--- config.mk ---
export PLATFORM = sky130hd
export DESIGN_NAME = jtag_multi_master
export DESIGN_NICKNAME = d
export VERILOG_FILES = /design/src/rtl/jtag_multi_master.sv
export SDC_FILE = /design/constraint.sdc
export NUM_CORES = 1
export LEC_CHECK = 0
export CAP_MARGIN = 10
export CELL_PAD_IN_SITES_DETAIL_PLACEMENT = 2
export CELL_PAD_IN_SITES_GLOBAL_PLACEMENT = 2
export CORE_ASPECT_RATIO = 1.1
export CORE_MARGIN = 5
export CORE_UTILIZATION = 31
export CTS_CLUSTER_DIAMETER = 40
export CTS_CLUSTER_SIZE = 8
export DETAILED_ROUTE_END_ITERATION = 10
export PLACE_DENSITY = 0.8
export SLEW_MARGIN = 5
export SYNTH_ARGS = -nofsm -noshare
export SYNTH_HDL_FRONTEND = slang
export SYNTH_SLANG_ARGS = --single-unit
--- constraint.sdc ---
create_clock -name clock -period 1.9 [get_ports clock]
set_input_delay 0.38 -clock clock [delete_from_list [all_inputs] [get_ports clock]]
set_output_delay 0.38 -clock clock [all_outputs]
set_load 0.1 [all_outputs]
--- src/rtl/jtag_multi_master.sv ---
// Byte-wide I/O slave that drives g_channels muxed JTAG TAPs: one CMD shifts up to 8 bits at half-period DIV+1; ack/rdata one cycle after strobe.
// No backpressure: accesses always ack next cycle, busy-time writes to CHAN/DIV/CMD are dropped; JTAG_MULTI_IRQ_EN enables the level irq.
module jtag_multi_master #(
  parameter int g_channels = 2,
  parameter int g_div_bits = 8
) (
  input  logic                  clock,
  input  logic                  reset,
  input  logic [2:0]            io_address,
  input  logic                  io_read,
  input  logic                  io_write,
  input  logic [7:0]            io_wdata,
  output logic [7:0]            io_rdata,
  output logic                  io_ack,
  output logic                  irq,
  output logic [g_channels-1:0] jtag_tck,
  output logic [g_channels-1:0] jtag_tms,
  output logic [g_channels-1:0] jtag_tdi,
  input  logic [g_channels-1:0] jtag_tdo
);

  typedef enum logic [1:0] {S_IDLE, S_LOW, S_HIGH} state_t;

  state_t                state_q, state_d;
  logic [2:0]            chan_q, chan_d;
  logic [g_div_bits-1:0] div_q, div_d, cnt_q, cnt_d;
  logic [7:0]            data_q, data_d, sh_q, sh_d, tdo_q, tdo_d;
  logic [2:0]            nbits_q, nbits_d, bidx_q, bidx_d;
  logic                  tlast_q, tlast_d, tmode_q, tmode_d;
  logic                  done_q, done_d, ack_q, ack_d, clr_q, clr_d;
  logic [7:0]            rdata_q, rdata_d;
  logic [g_channels-1:0] tms_q, tms_d, tdi_q, tdi_d;
  logic                  busy, tdo_sel, drv_en, drv_bit, drv_last;

  always_comb begin
    state_d = state_q;
    chan_d  = chan_q;
    div_d   = div_q;
    cnt_d   = cnt_q;
    data_d  = data_q;
    sh_d    = sh_q;
    tdo_d   = tdo_q;
    nbits_d = nbits_q;
    bidx_d  = bidx_q;
    tlast_d = tlast_q;
    tmode_d = tmode_q;
    done_d  = done_q;
    tms_d   = tms_q;
    tdi_d   = tdi_q;
    ack_d   = io_read | io_write;
    rdata_d = '0;
    clr_d   = 1'b0;
    drv_en  = 1'b0;
    drv_bit = 1'b0;
    drv_last = 1'b0;
    busy    = (state_q != S_IDLE);
    tdo_sel = 1'b0;
    for (int c = 0; c < g_channels; c++) begin
      if (chan_q == 3'(c)) tdo_sel = jtag_tdo[c];
    end

    if (io_read && !io_write) begin
      case (io_address)
        3'd0: rdata_d = {5'd0, chan_q};
        3'd1: rdata_d = 8'(div_q);
        3'd4: begin
          rdata_d = tdo_q;
          clr_d   = 1'b1;
        end
        3'd5: rdata_d = {6'd0, done_q, busy};
        default: rdata_d = '0;
      endcase
    end

    // DONE drops at the end of the TDO read's ack cycle so irq falls one cycle after the ack
    if (ack_q && clr_q) done_d = 1'b0;

    if (io_write) begin
      case (io_address)
        3'd0: if (!busy && ({24'd0, io_wdata} < g_channels)) chan_d = io_wdata[2:0];
        3'd1: if (!busy) div_d = io_wdata[g_div_bits-1:0];
        3'd2: data_d = io_wdata;
        3'd3: if (!busy) begin
          state_d  = S_LOW;
          sh_d     = {1'b0, data_q[7:1]};
          nbits_d  = io_wdata[2:0];
          tlast_d  = io_wdata[3];
          tmode_d  = io_wdata[4];
          bidx_d   = '0;
          cnt_d    = '0;
          tdo_d    = '0;
          done_d   = 1'b0;
          drv_en   = 1'b1;
          drv_bit  = data_q[0];
          drv_last = (io_wdata[2:0] == 3'd0);
        end
        default: ;
      endcase
    end

    case (state_q)
      S_LOW: begin
        if (cnt_q == div_q) begin
          cnt_d         = '0;
          state_d       = S_HIGH;
          tdo_d[bidx_q] = tdo_sel;
        end else begin
          cnt_d = cnt_q + 1'b1;
        end
      end
      S_HIGH: begin
        if (cnt_q == div_q) begin
          cnt_d = '0;
          if (bidx_q == nbits_q) begin
            state_d = S_IDLE;
            done_d  = 1'b1;
          end else begin
            state_d  = S_LOW;
            bidx_d   = bidx_q + 1'b1;
            sh_d     = sh_q >> 1;
            drv_en   = 1'b1;
            drv_bit  = sh_q[0];
            drv_last = ((bidx_q + 1'b1) == nbits_q);
          end
        end else begin
          cnt_d = cnt_q + 1'b1;
        end
      end
      default: ;
    endcase

    // Only the selected channel's pins change; others keep their last driven level
    if (drv_en) begin
      for (int c = 0; c < g_channels; c++) begin
        if (chan_q == 3'(c)) begin
          tms_d[c] = tmode_d ? drv_bit : (tlast_d & drv_last);
          tdi_d[c] = tmode_d ? 1'b0 : drv_bit;
        end
      end
    end
  end

  always_ff @(posedge clock) begin
    if (reset) begin
      state_q <= S_IDLE;
      chan_q  <= '0;
      div_q   <= '0;
      cnt_q   <= '0;
      data_q  <= '0;
      sh_q    <= '0;
      tdo_q   <= '0;
      nbits_q <= '0;
      bidx_q  <= '0;
      tlast_q <= 1'b0;
      tmode_q <= 1'b0;
      done_q  <= 1'b0;
      ack_q   <= 1'b0;
      clr_q   <= 1'b0;
      rdata_q <= '0;
      tms_q   <= '1;
      tdi_q   <= '0;
    end else begin
      state_q <= state_d;
      chan_q  <= chan_d;
      div_q   <= div_d;
      cnt_q   <= cnt_d;
      data_q  <= data_d;
      sh_q    <= sh_d;
      tdo_q   <= tdo_d;
      nbits_q <= nbits_d;
      bidx_q  <= bidx_d;
      tlast_q <= tlast_d;
      tmode_q <= tmode_d;
      done_q  <= done_d;
      ack_q   <= ack_d;
      clr_q   <= clr_d;
      rdata_q <= rdata_d;
      tms_q   <= tms_d;
      tdi_q   <= tdi_d;
    end
  end

  always_comb begin
    jtag_tck = '0;
    for (int c = 0; c < g_channels; c++) begin
      if (state_q == S_HIGH && chan_q == 3'(c)) jtag_tck[c] = 1'b1;
    end
  end

  assign jtag_tms = tms_q;
  assign jtag_tdi = tdi_q;
  assign io_ack   = ack_q;
  assign io_rdata = rdata_q;

`ifdef JTAG_MULTI_IRQ_EN
  logic irq_q;
  always_ff @(posedge clock) begin
    if (reset) irq_q <= 1'b0;
    else       irq_q <= done_d;
  end
  assign irq = irq_q;
`else
  assign irq = 1'b0;
`endif

endmodule

# --- After elaboration in Yosys (flattened, before gate mapping) ---
# Index checks and enable logic that the tools add are counted.
# Widths: inputs -> output; s select.
classes:
  reduce_logical: 23
  eq_ne: 12
  muxes: 71
  order_cmp: 3
  n_addsub: 2
  n_bitwise: 4
op_table:
  columns: ["operator", "n"]
  rows:
  - ["$mux 8", 16]
  - ["$mux 1", 40]
  - ["$pmux 8 s4", 1]
  - ["$mux 3", 6]
  - ["$reduce_and 3->1", 4]
  - ["$mux 2", 5]
  - ["$logic_not 3->1", 3]
  - ["$add 8x1->8 const B", 1]
  - ["$bwmux 8", 1]
  - ["$eq 8x8->1", 1]
  - ["$lt 8x2->1 const B", 1]
  - ["$eq 3x1->1 const B", 2]
  - ["$eq 3x2->1 const B", 2]
  - ["$eq 3x3->1", 2]
  - ["$eq 3x3->1 const B", 2]
  - ["$logic_and 1x1->1", 6]
  - ["$reduce_and 2->1", 3]
  - ["$reduce_bool 2->1", 3]
  - ["$lt 3x4->1 const B", 1]
  - ["$pmux 2 s2", 1]
  - ["$reduce_or 2->1", 2]
  - ["$add 3x1->3 const B", 1]
  - ["$demux 1 s3", 1]
  - ["$ge 3x1->1 const B", 1]
  - ["7 further kinds", 9]
totals:
  register_bits: 68
  wordCells: 134

# --- Depth between registers and ports, before layout ---
logic_depth:
  depth_word: 9
  depth_mapped: 9

# --- Least setup slack after synthesis ---
# No wires, ideal clock.
synth_path:
  kind: "reg-to-output"
  startpoint: "reg state_q[0]"
  endpoint: "out jtag_tck[0]"
  path_stages_with_launch: 5
  setup_slack_ns: -1.989
  t_arrival_ns: 3.509
  required_ns: 1.520
  n_path_buf: 0
  path_cell_list: "dfxtp_1 -> inv_1 -> ha_1 -> inv_1 -> nor4_1"
synth_via:
  elab_chain_cells: 3
synth_lines:
  columns: ["item", "line_no", "rtl"]
  rows:
  - ["start: declaration", "24", "state_t state_q, state_d;"]
  - ["start signal: assignment", "163", "state_q <= state_d;"]
  - ["$eq 2x2->1", "186", "if (state_q == S_HIGH && chan_q == 3'(c)) jtag_tck[c] = 1'b1;"]
  - ["$logic_and 1x1->1", "186", null]
  - ["$mux 1", "186", null]
  - ["end: declaration", "16", "output logic [g_channels-1:0] jtag_tck,"]
# Every way passes these cells.

# --- Worst setup path in the final report ---
layout_path:
  startpoint: "reg div_q[6]"
  endpoint: "reg tdi_q[0], in the netlist jtag_tdi[0]"
layout_via:
  elab_chain_cells: 4
  word_cells_on_any_way: 7
  classes_between: "eq/ne: 1; mux: 5; reduce/logical: 1"
layout_lines:
  columns: ["item", "line_no", "rtl"]
  rows:
  - ["start: declaration", "26", "logic [g_div_bits-1:0] div_q, div_d, cnt_q, cnt_d;"]
  - ["start signal: assignment", "165", "div_q <= div_d;"]
  - ["$eq 8x8->1 (*)", "112", "if (cnt_q == div_q) begin"]
  - ["$mux 1", "112", null]
  - ["$mux 1", "101", "case (state_q)"]
  - ["$mux 1 / $reduce_and 2->1 (equally long branches)", null, null]
  - ["end signal: assignment", "179", "tdi_q <= tdi_d;"]
  - ["end: declaration", "32", "logic [g_channels-1:0] tms_q, tms_d, tdi_q, tdi_d;"]
# Every way passes the cells marked *; elsewhere a longest branch is shown, timed or not.
# A chain may end at the register's enable or synchronous reset.

==> summary.txt <==
Outcome
  – Status: finished with violations
  – Failing checks: setup timing

Route
  – Drt first-iter violations: about 170
  – Avg Vias per Cell: between 5 and 6
  – Post-route ant nets: 0
  – Drt total wl: around 16000 µm
  – Routed vias: ~3400
  – DRT Pass-1 Iters: 4
  – Mean routed wirelength per cell: between 20 and 30 µm
  – DRC errors left: 0

STA
  – Post-route setup TNS: -1.064 ns
  – RSZ-0062 raised after global routing: true
  – Setup violators final: 11
  – Final worst path period share: 112.3%
  – Worst-Margin Slew: between 0.5 and 0.6 ns
  – Final slew viol count: 0
  – Relative slew slack: between 60% and 70%
  – Final WS setup: -0.2332 ns
  – Final Hold Fails: 0
  – Clock skew: roughly 0.015 ns
  – FMAX: roughly 470 MHz
  – Final period demand of the worst path: about 2.1 ns

Worst setup path
  – Req. time, crit path: between 2 and 2.5 ns
  – R2R depth: 8
  – Startpoint class of the critical path: flip-flop
  – FF-to-FF End: jtag_tdi[0]
  – Slowest stage cell, crit path: a2111oi_4
  – Critical path's largest stage delay: between 0.4 and 0.5 ns
  – Crit-path max FO: 6
  – Worst Path Class, Setup: reg -> reg
  – CP arrival: around 2.4 ns
  – CP endpoint kind: flip-flop
  – CP Cell Sequence: xor2_2 -> nor4_2 -> buf_4 -> nand3_4 -> buf_8 -> a2111oi_4 -> nor2_1 -> a211oi_2
  – R2R Setup Slk: -0.23 ns
  – RR Startpoint: div_q[6]

Hold path
  – Class of the worst hold path: reg -> reg
  – WHS Path Cells: 2
  – Hold wc startpoint: done_q
  – Endpoint, Worst Hold: done_q

Layout
  – # nets final: 500
  – Share of cells above drive strength 1: 35.34%
  – Post-route cell area: around 4900 µm²
  – Antenna Diode Count: 0
  – Syn-to-layout area delta: 48.86%

Global routing
  – Overflow after GRT: 0
  – Vias in the first global route: approximately 3800
  – Largest net degree at the start of global routing: 36
  – Initial antenna violation count: 0
  – First-pass GRT wire length: ~23000 µm
  – Overall routing resource usage: 23.69%

Synth
  – Cell variety after synth: between 40 and 50
  – Top-count cell post-synth: dfxtp_1
  – Synth Warn #: 0
  – Synthesized flop and latch total: 68
  – Post-synthesis sequential area ratio: between 40% and 50%
  – Yosys top cell by area: dfxtp_1
  – EDFF count, synth: 0
  – Post-Synthesis Cells: around 380
  – Mapped Nets: between 400 and 500
  – Synth async-reset ratio: 0%
  – Synth Cell Area: between 3000 and 4000 µm²
  – Top-area cell type share of the netlist area: around 41%
  – Top FF cell, synth: dfxtp_1
  – Synth cell count leaders: dfxtp_1 (68), nor2_1 (58), nand2_1 (30), a21oi_1 (24), mux2i_1 (24)
  – Synthesized area per cell: slightly below 9 µm²
  – Dominant cells by area after synthesis: dfxtp_1 (41%), mux2i_1 (7.3%), nor2_1 (6.6%)

Placed design
  – Port Buf Inserts: 31
  – Worst slack at placement: -0.4443 ns
  – Placed inst area: around 4200 µm²
  – GPL Wtd Cong: slightly above 0.8
  – Post-DP HPWL: between 9000 and 10000 µm

CTS
  – CTS tree: built
  – Clk buf depth: 2
  – Clk_lat worst skew: ~0.35 ns
  – H-Tree Depth: 3
  – CTS Buf Count: 9
  – Root Buffer: clkbuf_16
  – Num Clock Sinks: 68
  – Worst-path clk slew: about 0.070 ns
  – Hold_buf cts: 0

Floorplan
  – Total Die Area: roughly 13000 µm²
  – Die width: 108.2 µm
  – Starting Density: about a third
  – Die H: between 100 and 150 µm
  – Num rows: 39
  – Io pins: 33
  – Core Area: a little over 10000 µm²

Flow run
  – # Max-Cap Violations: 0

Power
  – Pwr Density: around 770 nW/µm²
  – Total leakage power: slightly above 2 nW
  – VDD IR max: around 0.58 mV
[sequential cells by signal (all words and copies together), names as in the netlist]
name and flops:
tlast_q 1, io_rdata 8, cnt_q 8, bidx_q 3
data_q 8, jtag_tms 2, nbits_q 3, state_q 2
io_ack 1, div_q 8, clr_q 1, chan_q 3
tmode_q 1, done_q 1, sh_q 8, tdo_q 8
jtag_tdi 2
[kinds of logic (layout without fill, tap and decap cells)]
| group | count (synthesis) | count (layout) | synth area share (%) |
|---|---|---|---|
| multiplexers | 26 | 26 | 7.991 |
| XOR/XNOR | 19 | 19 | 5.061 |
| other | 1 | 1 | 0.1140 |
| AND/OR/NAND/NOR | 168 | 168 | 26.29 |
| flip-flops | 68 | 68 | 41.40 |
| AO/OA/AOI/OAI | 63 | 63 | 13.01 |
| buffers and inverters | 27 | 129 | 3.463 |
| adder cells (fa/ha/maj) | 7 | 7 | 2.664 |
[worst max path at each step]
stage,slack [ns],cells after the start,startpoint,to
after global placement,-0.36,6,io_address[2],jtag_tms[0]
after detailed placement,-0.44,6,io_address[2],jtag_tms[0]
after CTS,-0.10,9,cnt_q[2],jtag_tms[1]
after floorplan,-0.11,4,state_q[0],jtag_tck[0]
after global routing,-0.31,8,div_q[6],jtag_tdi[0]
final,-0.23,8,div_q[6],jtag_tdi[0]
[per-layer routing]
metal	up-vias	share of wire [%]	global-route usage [%]
li1	1519	-	-
met1	1719	40	27.54
met2	107	52	41.76
met3	49	4.2	4.772
met4	0	4.4	9.629
met5	-	0	0
[critical path: cells and delay by family (launching register included)]
family	cells	cell delay [ns]
flip-flops	1	0.35
XOR/XNOR	1	0.19
AO/OA/AOI/OAI	2	0.61
buffers and inverters	2	0.35
AND/OR/NAND/NOR	3	0.54
[repair_timing]
item / CTS / global route
pin swaps: 11 / 16
gates resized for setup: 31 / 43
gates cloned: 0 / 0
hold endpoints to repair: 0 / 0
setup endpoints to repair: 27 / 34
buffers inserted: 1 / 11
[placed cells by master (no fill, tap or decap), types with 3 or more instances in the layout]
cell type,Yosys,routed
nor2_1,58,56
nand2_1,30,30
ha_4,0,3
and3_1,6,5
o21ai_0,13,10
buf_12,0,3
buf_6,0,6
nor2_2,2,4
and2_1,11,9
nand3_1,21,21
a311oi_1,7,6
clkdlybuf4s50_1,0,11
xor2_1,17,9
a21oi_1,24,23
dfxtp_2,0,15
mux2i_1,24,23
nor2b_1,6,6
nand4_1,8,8
nand4b_1,5,5
dlymetal6s2s_1,0,3
xor2_2,0,8
a22oi_1,5,5
inv_1,7,4
buf_4,2,80
ha_1,7,4
dfxtp_1,68,51
nor3_1,4,3
clkbuf_16,0,9
[stage by stage]
stage	power, W	util [%]	std cells	hold slack (ns)
floorplan	0.001651	-	379	0.4371
global placement	0.001820	40.56	598	0.4619
detailed placement	0.001836	40.56	598	0.4749
CTS	0.003759	44.88	615	0.4911
global route	0.003896	47.09	624	0.5137
finish	0.003793	47.09	624	0.4864
[power by group]
part	total (W)	switching, W	internal, W	leakage, nW
Clock	0.00194	0.000709	0.00123	0.166
Sequential	0.00146	0.0000164	0.00144	0.558
Combinational	0.000400	0.000239	0.000161	1.30
Total	0.00379	0.000965	0.00283	2.03
[cell type report]
class | instances | area, µm²
well taps | 143 | 178.9
fillers | 1086 | 5499
clock inverters | 5 | 82.58
clock buffers | 11 | 252.7
repair buffers | 106 | 904.6
inverters | 7 | 36.28
multi-input cells | 284 | 2052
flip-flops and latches | 68 | 1388
No activity file was read; power rests on OpenSTA's default activity.
